$ cat config.mk
export PLATFORM = sky130hd
export DESIGN_NAME = prep_byte_packer_flat
export DESIGN_NICKNAME = d
export VERILOG_FILES = /design/src/rtl/prep_byte_packer_if.sv /design/src/rtl/prep_byte_packer.sv /design/src/flat_wrapper.sv
export SDC_FILE = /design/constraint.sdc
export NUM_CORES = 1
export LEC_CHECK = 0
export ABC_AREA = 1
export BUFFER_PORTS_ARGS = -buffer_cell sky130_fd_sc_hd__buf_2
export CORE_MARGIN = 5
export CORE_UTILIZATION = 60
export CTS_CLUSTER_SIZE = 24
export DETAILED_ROUTE_END_ITERATION = 12
export GPL_ROUTABILITY_DRIVEN = 0
export PLACE_DENSITY = 0.9
export SLEW_MARGIN = 20
export SYNTH_ARGS = -nofsm -noshare
export SYNTH_HDL_FRONTEND = slang
export SYNTH_SLANG_ARGS = --single-unit
export TNS_END_PERCENT = 20
$ cat constraint.sdc
create_clock -name CLK -period 3.95 [get_ports CLK]
set_clock_uncertainty 0.15 [all_clocks]
set_input_delay 0.5925 -clock CLK [delete_from_list [all_inputs] [get_ports CLK]]
set_output_delay 0.5925 -clock CLK [all_outputs]
set_load 0.01 [all_outputs]
$ cat src/rtl/prep_byte_packer_if.sv
// Byte-in / word-out handshake bundle for prep_byte_packer.
// PREP_PACK_CHKSUM_EN adds the per-word checksum signal out_chk.
interface prep_byte_packer_if #(
  parameter int unsigned AW = 2
);
  logic        in_valid;
  logic [7:0]  in_data;
  logic        in_ready;
  logic        flush;
  logic        flush_done;
  logic        out_valid;
  logic [31:0] out_data;
  logic        out_ready;
  logic [AW:0] level;
  logic [1:0]  byte_cnt;
`ifdef PREP_PACK_CHKSUM_EN
  logic [7:0]  out_chk;

  modport master (
    output in_valid, in_data, flush, out_ready,
    input  in_ready, flush_done, out_valid, out_data, level, byte_cnt, out_chk
  );
  modport slave (
    input  in_valid, in_data, flush, out_ready,
    output in_ready, flush_done, out_valid, out_data, level, byte_cnt, out_chk
  );
`else
  modport master (
    output in_valid, in_data, flush, out_ready,
    input  in_ready, flush_done, out_valid, out_data, level, byte_cnt
  );
  modport slave (
    input  in_valid, in_data, flush, out_ready,
    output in_ready, flush_done, out_valid, out_data, level, byte_cnt
  );
`endif
endinterface

$ cat src/rtl/prep_byte_packer.sv
// Packs PREP1 bytes little-endian into 32-bit words and buffers them in a 2**AW FIFO.
// Optional macro PREP_PACK_CHKSUM_EN stores an XOR checksum per word (out_chk).
module prep_byte_packer #(
  parameter int unsigned AW = 2
) (
  input logic               CLK,
  input logic               RST,
  prep_byte_packer_if.slave bus
);
  localparam int unsigned DEPTH = 2 ** AW;

  typedef enum logic [1:0] {StIdle, StDone, StHold} flush_st_e;

  flush_st_e   state_q, state_d;
  logic [1:0]  cnt_q, cnt_d, cnt_eff;
  logic [31:0] asm_q, asm_d, asm_eff;
  logic [AW:0] wr_ptr_q, rd_ptr_q;
  logic [31:0] mem_data [DEPTH];
  logic        full, empty, in_ready, accept, pop, push;
  logic        word_done, flush_exec, flush_push, flush_done;

  assign empty    = (wr_ptr_q == rd_ptr_q);
  assign full     = (wr_ptr_q[AW] != rd_ptr_q[AW]) &&
                    (wr_ptr_q[AW-1:0] == rd_ptr_q[AW-1:0]);
  assign in_ready = (cnt_q != 2'd3) || !full;
  assign accept   = bus.in_valid && in_ready;
  assign pop      = !empty && bus.out_ready;

  // Assembly view after any byte accepted this cycle.
  always_comb begin
    asm_eff = asm_q;
    cnt_eff = cnt_q;
    if (accept) begin
      asm_eff[8*cnt_q +: 8] = bus.in_data;
      cnt_eff               = cnt_q + 2'd1;
    end
  end

  assign word_done  = accept && (cnt_q == 2'd3);
  assign flush_push = flush_exec && (cnt_eff != 2'd0);
  assign push       = word_done || flush_push;
  assign cnt_d      = flush_push ? 2'd0 : cnt_eff;
  assign asm_d      = push ? 32'd0 : asm_eff;

  // Flush FSM: state register.
  always_ff @(posedge CLK) begin
    if (RST) state_q <= StIdle;
    else     state_q <= state_d;
  end

  // Flush FSM: next state. StHold waits for flush to drop so one request gives one pulse.
  always_comb begin
    state_d = state_q;
    unique case (state_q)
      StIdle:  if (flush_exec) state_d = StDone;
      StDone:  state_d = bus.flush ? StHold : StIdle;
      StHold:  if (!bus.flush) state_d = StIdle;
      default: state_d = StIdle;
    endcase
  end

  // Flush FSM: outputs. A full FIFO blocks a flush push even if a pop happens this cycle.
  always_comb begin
    flush_exec = (state_q == StIdle) && bus.flush && ((cnt_eff == 2'd0) || !full);
    flush_done = (state_q == StDone);
  end

  always_ff @(posedge CLK) begin
    if (RST) begin
      cnt_q    <= 2'd0;
      asm_q    <= 32'd0;
      wr_ptr_q <= '0;
      rd_ptr_q <= '0;
    end else begin
      cnt_q <= cnt_d;
      asm_q <= asm_d;
      if (push) wr_ptr_q <= wr_ptr_q + 1'b1;
      if (pop)  rd_ptr_q <= rd_ptr_q + 1'b1;
    end
  end

  always_ff @(posedge CLK) begin
    if (push) mem_data[wr_ptr_q[AW-1:0]] <= asm_eff;
  end

  assign bus.in_ready   = in_ready;
  assign bus.flush_done = flush_done;
  assign bus.out_valid  = !empty;
  assign bus.out_data   = empty ? 32'd0 : mem_data[rd_ptr_q[AW-1:0]];
  assign bus.level      = wr_ptr_q - rd_ptr_q;
  assign bus.byte_cnt   = cnt_q;

`ifdef PREP_PACK_CHKSUM_EN
  logic [7:0] mem_chk [DEPTH];

  always_ff @(posedge CLK) begin
    if (push) begin
      mem_chk[wr_ptr_q[AW-1:0]] <= asm_eff[7:0] ^ asm_eff[15:8] ^ asm_eff[23:16] ^ asm_eff[31:24];
    end
  end

  assign bus.out_chk = empty ? 8'd0 : mem_chk[rd_ptr_q[AW-1:0]];
`endif
endmodule

$ cat src/flat_wrapper.sv
// flat-port wrapper written by rule: the top's interface ports become plain ports
module prep_byte_packer_flat 
#(
  parameter int unsigned AW = 2
)
  (CLK, RST, bus_in_valid, bus_in_data, bus_flush, bus_out_ready, bus_in_ready, bus_flush_done, bus_out_valid, bus_out_data, bus_level, bus_byte_cnt);
  prep_byte_packer_if #(.AW(AW)) bus_i ();
  input logic CLK;
  input logic RST;
  input wire logic [$bits(bus_i.in_valid)-1:0] bus_in_valid;
  input wire logic [$bits(bus_i.in_data)-1:0] bus_in_data;
  input wire logic [$bits(bus_i.flush)-1:0] bus_flush;
  input wire logic [$bits(bus_i.out_ready)-1:0] bus_out_ready;
  output wire logic [$bits(bus_i.in_ready)-1:0] bus_in_ready;
  output wire logic [$bits(bus_i.flush_done)-1:0] bus_flush_done;
  output wire logic [$bits(bus_i.out_valid)-1:0] bus_out_valid;
  output wire logic [$bits(bus_i.out_data)-1:0] bus_out_data;
  output wire logic [$bits(bus_i.level)-1:0] bus_level;
  output wire logic [$bits(bus_i.byte_cnt)-1:0] bus_byte_cnt;
  assign bus_i.in_valid = bus_in_valid;
  assign bus_i.in_data = bus_in_data;
  assign bus_i.flush = bus_flush;
  assign bus_i.out_ready = bus_out_ready;
  assign bus_in_ready = bus_i.in_ready;
  assign bus_flush_done = bus_i.flush_done;
  assign bus_out_valid = bus_i.out_valid;
  assign bus_out_data = bus_i.out_data;
  assign bus_level = bus_i.level;
  assign bus_byte_cnt = bus_i.byte_cnt;
  prep_byte_packer #(.AW(AW)) u_core (.CLK(CLK), .RST(RST), .bus(bus_i));
endmodule
==> key figures <==
Synth
  • Area share of the largest cell type after synthesis: 51.4%
  • Post-synth top flop: edfxtp_1
  • Gate Count Post-Synth: 707
  • Synthesized area per cell: 10.6 um^2
  • Yosys top cell by area: edfxtp_1
  • Register area share after synthesis: 63.2%
  • Synth unique cells: 29
  • Syn Nets: 734
  • Post-synth ARST share: 0%
  • Synth area leaders: edfxtp_1 51%, dfxtp_1 12%, nor2_1 7.3%
  • Yosys warnings: 0
  • Register bit total from synthesis: 172
  • Post-synth EDFFs: 128
  • Synthesized area: 0.00748 mm^2

Power and ir drop
  • Worst vdd ir: 414 uV
  • Leakage: 3.19 nW
  • Pwr dens: 599 mW/mm^2

Final layout
  • Area of the multi-input gates: 0.00231 mm^2
  • Most common cell after layout, fill and taps aside: nor2_1
  • Design Area, Final: 0.00840 mm^2
  • Synth-to-Final Area Change: 12.3%
  • Register Area: 0.00473 mm^2
  • Ant. Diodes: 0
  • Filler cells: 788
  • Most frequent cells in the layout: 140 x nor2_1, 128 x edfxtp_1, 94 x o21ai_0, 66 x inv_1, 64 x nand2_1
  • Share of post-route cells with drive strength above 1: 18.7%
  • Final Net Count: 783

Placement
  • Placed Area: 0.00785 mm^2
  • DP HPWL: 9910 um
  • Port buffer count: 52
  • Worst slack, placed: 0.867 ns

Global route
  • Initial antenna violation count: 0
  • Grt ovf: 0
  • Global-route wire length before repair: 26000 um
  • Largest net degree at the start of global routing: 38
  • GRT Total Usage: 22.7%
  • Vias in the first global route: 5205

Timing
  • Post-Route Setup TNS: 0 ns
  • Period utilisation layout: 85.7%
  • Fmax: 295 MHz
  • Worst setup margin: 0.566 ns
  • Slew of the pin with the lowest slew margin: 0.819 ns
  • Setup-failing EPs final: 0
  • Final min period: 3.38 ns
  • Max-slew violations: 0
  • Rel. slew slack: 44.8%
  • Final-report hold violation count: 0
  • RSZ-0062 raised after global routing: false

Setup path
  • Worst r2r dst: u_core.asm_q[15]$_SDFF_PP0_
  • Worst R2R Setup Slack: 0.72 ns
  • Critical R2R Launch: u_core.bus.byte_cnt[0]$_SDFF_PP0_
  • Reg2Reg Depth: 8
  • Setup CP Type: register to output port
  • CP Launch Type: register
  • Crit end category: output port
  • Worst-path fanout max: 29
  • Worst Path Arrival: 2.64 ns
  • WP data required: 3.21 ns

Flow run
  • Max cap viols: 0

Clock network
  • Reg clk slew, reported paths: 0.06 ns
  • Max H-tree Level: 4
  • Clock latency on the worst-skew pair: 0.43 ns
  • CTS tree: done
  • Root Driver: clkbuf_16
  • Sink Count: 172
  • Post-CTS sizing: 0
  • Clock Path Buffers: 2
  • TritonCTS Buffers: 17
  • Post-CTS setup buffer count: 0
  • Hold_buf cts: 0

Floorplan
  • Core Region: 0.0121 mm^2
  • Num rows: 40
  • Height of the chip: 122 um
  • Die area: 0.0148 mm^2
  • Initial core utilization: 61.8%
  • IO Count: 53
  • Die Wd: 122 um

Hold path
  • Hold path endpoint: u_core.state_q[0]$_SDFFE_PP0P_
  • HP Start: RST
  • Cells on Worst Hold Path: 2
  • Hold Path Class: primary input to register

Detailed routing
  • First DRT Iteration DRCs: 710
  • Final ANT Viol Nets: 0
  • Wire length per cell: 17.0 um
  • Initial DRT Pass Iterations: 6
  • Vias: 5165
  • Residual DRC: 0
  • WL final: 15900 um
  • Vias per inst: 5.51

Status
  • Status: completed
-- where the power goes --
group / internal [mW] / total [mW] / switching, mW / leakage (nW)
logic: 0.423 / 1.34 / 0.916 / 1.40
registers: 2.09 / 2.16 / 0.0694 / 1.52
clock network: 0.860 / 1.54 / 0.675 / 0.268
-- worst max-delay path: stages, from the launching register on --
cell	delay [ns]
dfxtp_2	0.68
clkinv_1	0.61
buf_4	0.40
o21ai_0	0.22
a21oi_1	0.13
buf_2	0.17
-- per-stage QoR --
| stage | hold WS [ns] | std cells | power (mW) | utilization [%] |
|---|---|---|---|---|
| final | 0.216 | 937 | 5.03 | 69.4 |
| after global routing | 0.213 | 937 | 5.29 | 69.4 |
| after CTS | 0.208 | 937 | 5.06 | 69.4 |
| after detailed placement | 0.339 | 905 | 3.53 | 64.8 |
| after global placement | 0.309 | 905 | 3.47 | 64.8 |
| after floorplan | 0.297 | 707 | 3.06 | - |
-- state kept, by name, summed over array words and instances, names as in the netlist, named ones only --
register / flops
u_core.rd_ptr_q: 3
u_core.state_q: 2
u_core.mem_data: 128
u_core.asm_q: 32
u_core.wr_ptr_q: 3
u_core.bus.byte_cnt: 2
-- cells in the mapped netlist, drive strengths merged (2+ instances only) --
master / instances
a21oi: 39
buf: 8
clkbuf: 23
dfxtp: 44
edfxtp: 128
ha: 13
inv: 71
nand2: 72
nand3: 24
nor2: 176
nor3: 3
nor3b: 2
o21ai: 95
or2: 4
xor2: 2
-- routing by layer --
layer | track usage (%) | part of all wire (%)
met1 | 28.7 | 39
met2 | 37.7 | 50
met3 | 5.85 | 8.6
met4 | 8.61 | 2.5
met5 | 0 | 0
-- worst max-delay path by stage --
stage	from	endpoint	slack, ns	cells after the start
6_report	register	bus_out_data[18]	0.57	5
5_1_grt	register	bus_out_data[18]	0.38	5
4_1_cts	register	bus_out_data[18]	0.58	5
3_5_place_dp	u_core.bus.byte_cnt[0]$_SDFF_PP0_	u_core.asm_q[15]$_SDFF_PP0_	0.87	8
3_3_place_gp	u_core.bus.byte_cnt[0]$_SDFF_PP0_	u_core.asm_q[11]$_SDFF_PP0_	1.13	8
2_1_floorplan	u_core.bus.byte_cnt[0]$_SDFF_PP0_	u_core.mem_data[0][0]$_DFFE_PP_	0.49	10
-- cells by family (layout without fill, tap and decap cells) --
family	after synthesis	in the layout	synth area share [%]
flops	172	172	63.2
compound gates	135	135	9.07
simple gates	281	281	19.0
fa+ha+maj	14	14	2.44
buf+inv	103	165	6.14
xor+xnor	2	2	0.234
-- final cells by class --
cell class                 instances  share of cell area (%)
sequential                       172                    56.3
tap                              168                    2.50
multi-input combinational        432                    27.5
timing repair buffer              61                    3.90
clock inverter                    11                   0.983
inverter                          72                    3.28
clock buffer                      21                    5.60
(Power assumes the default switching activity.)
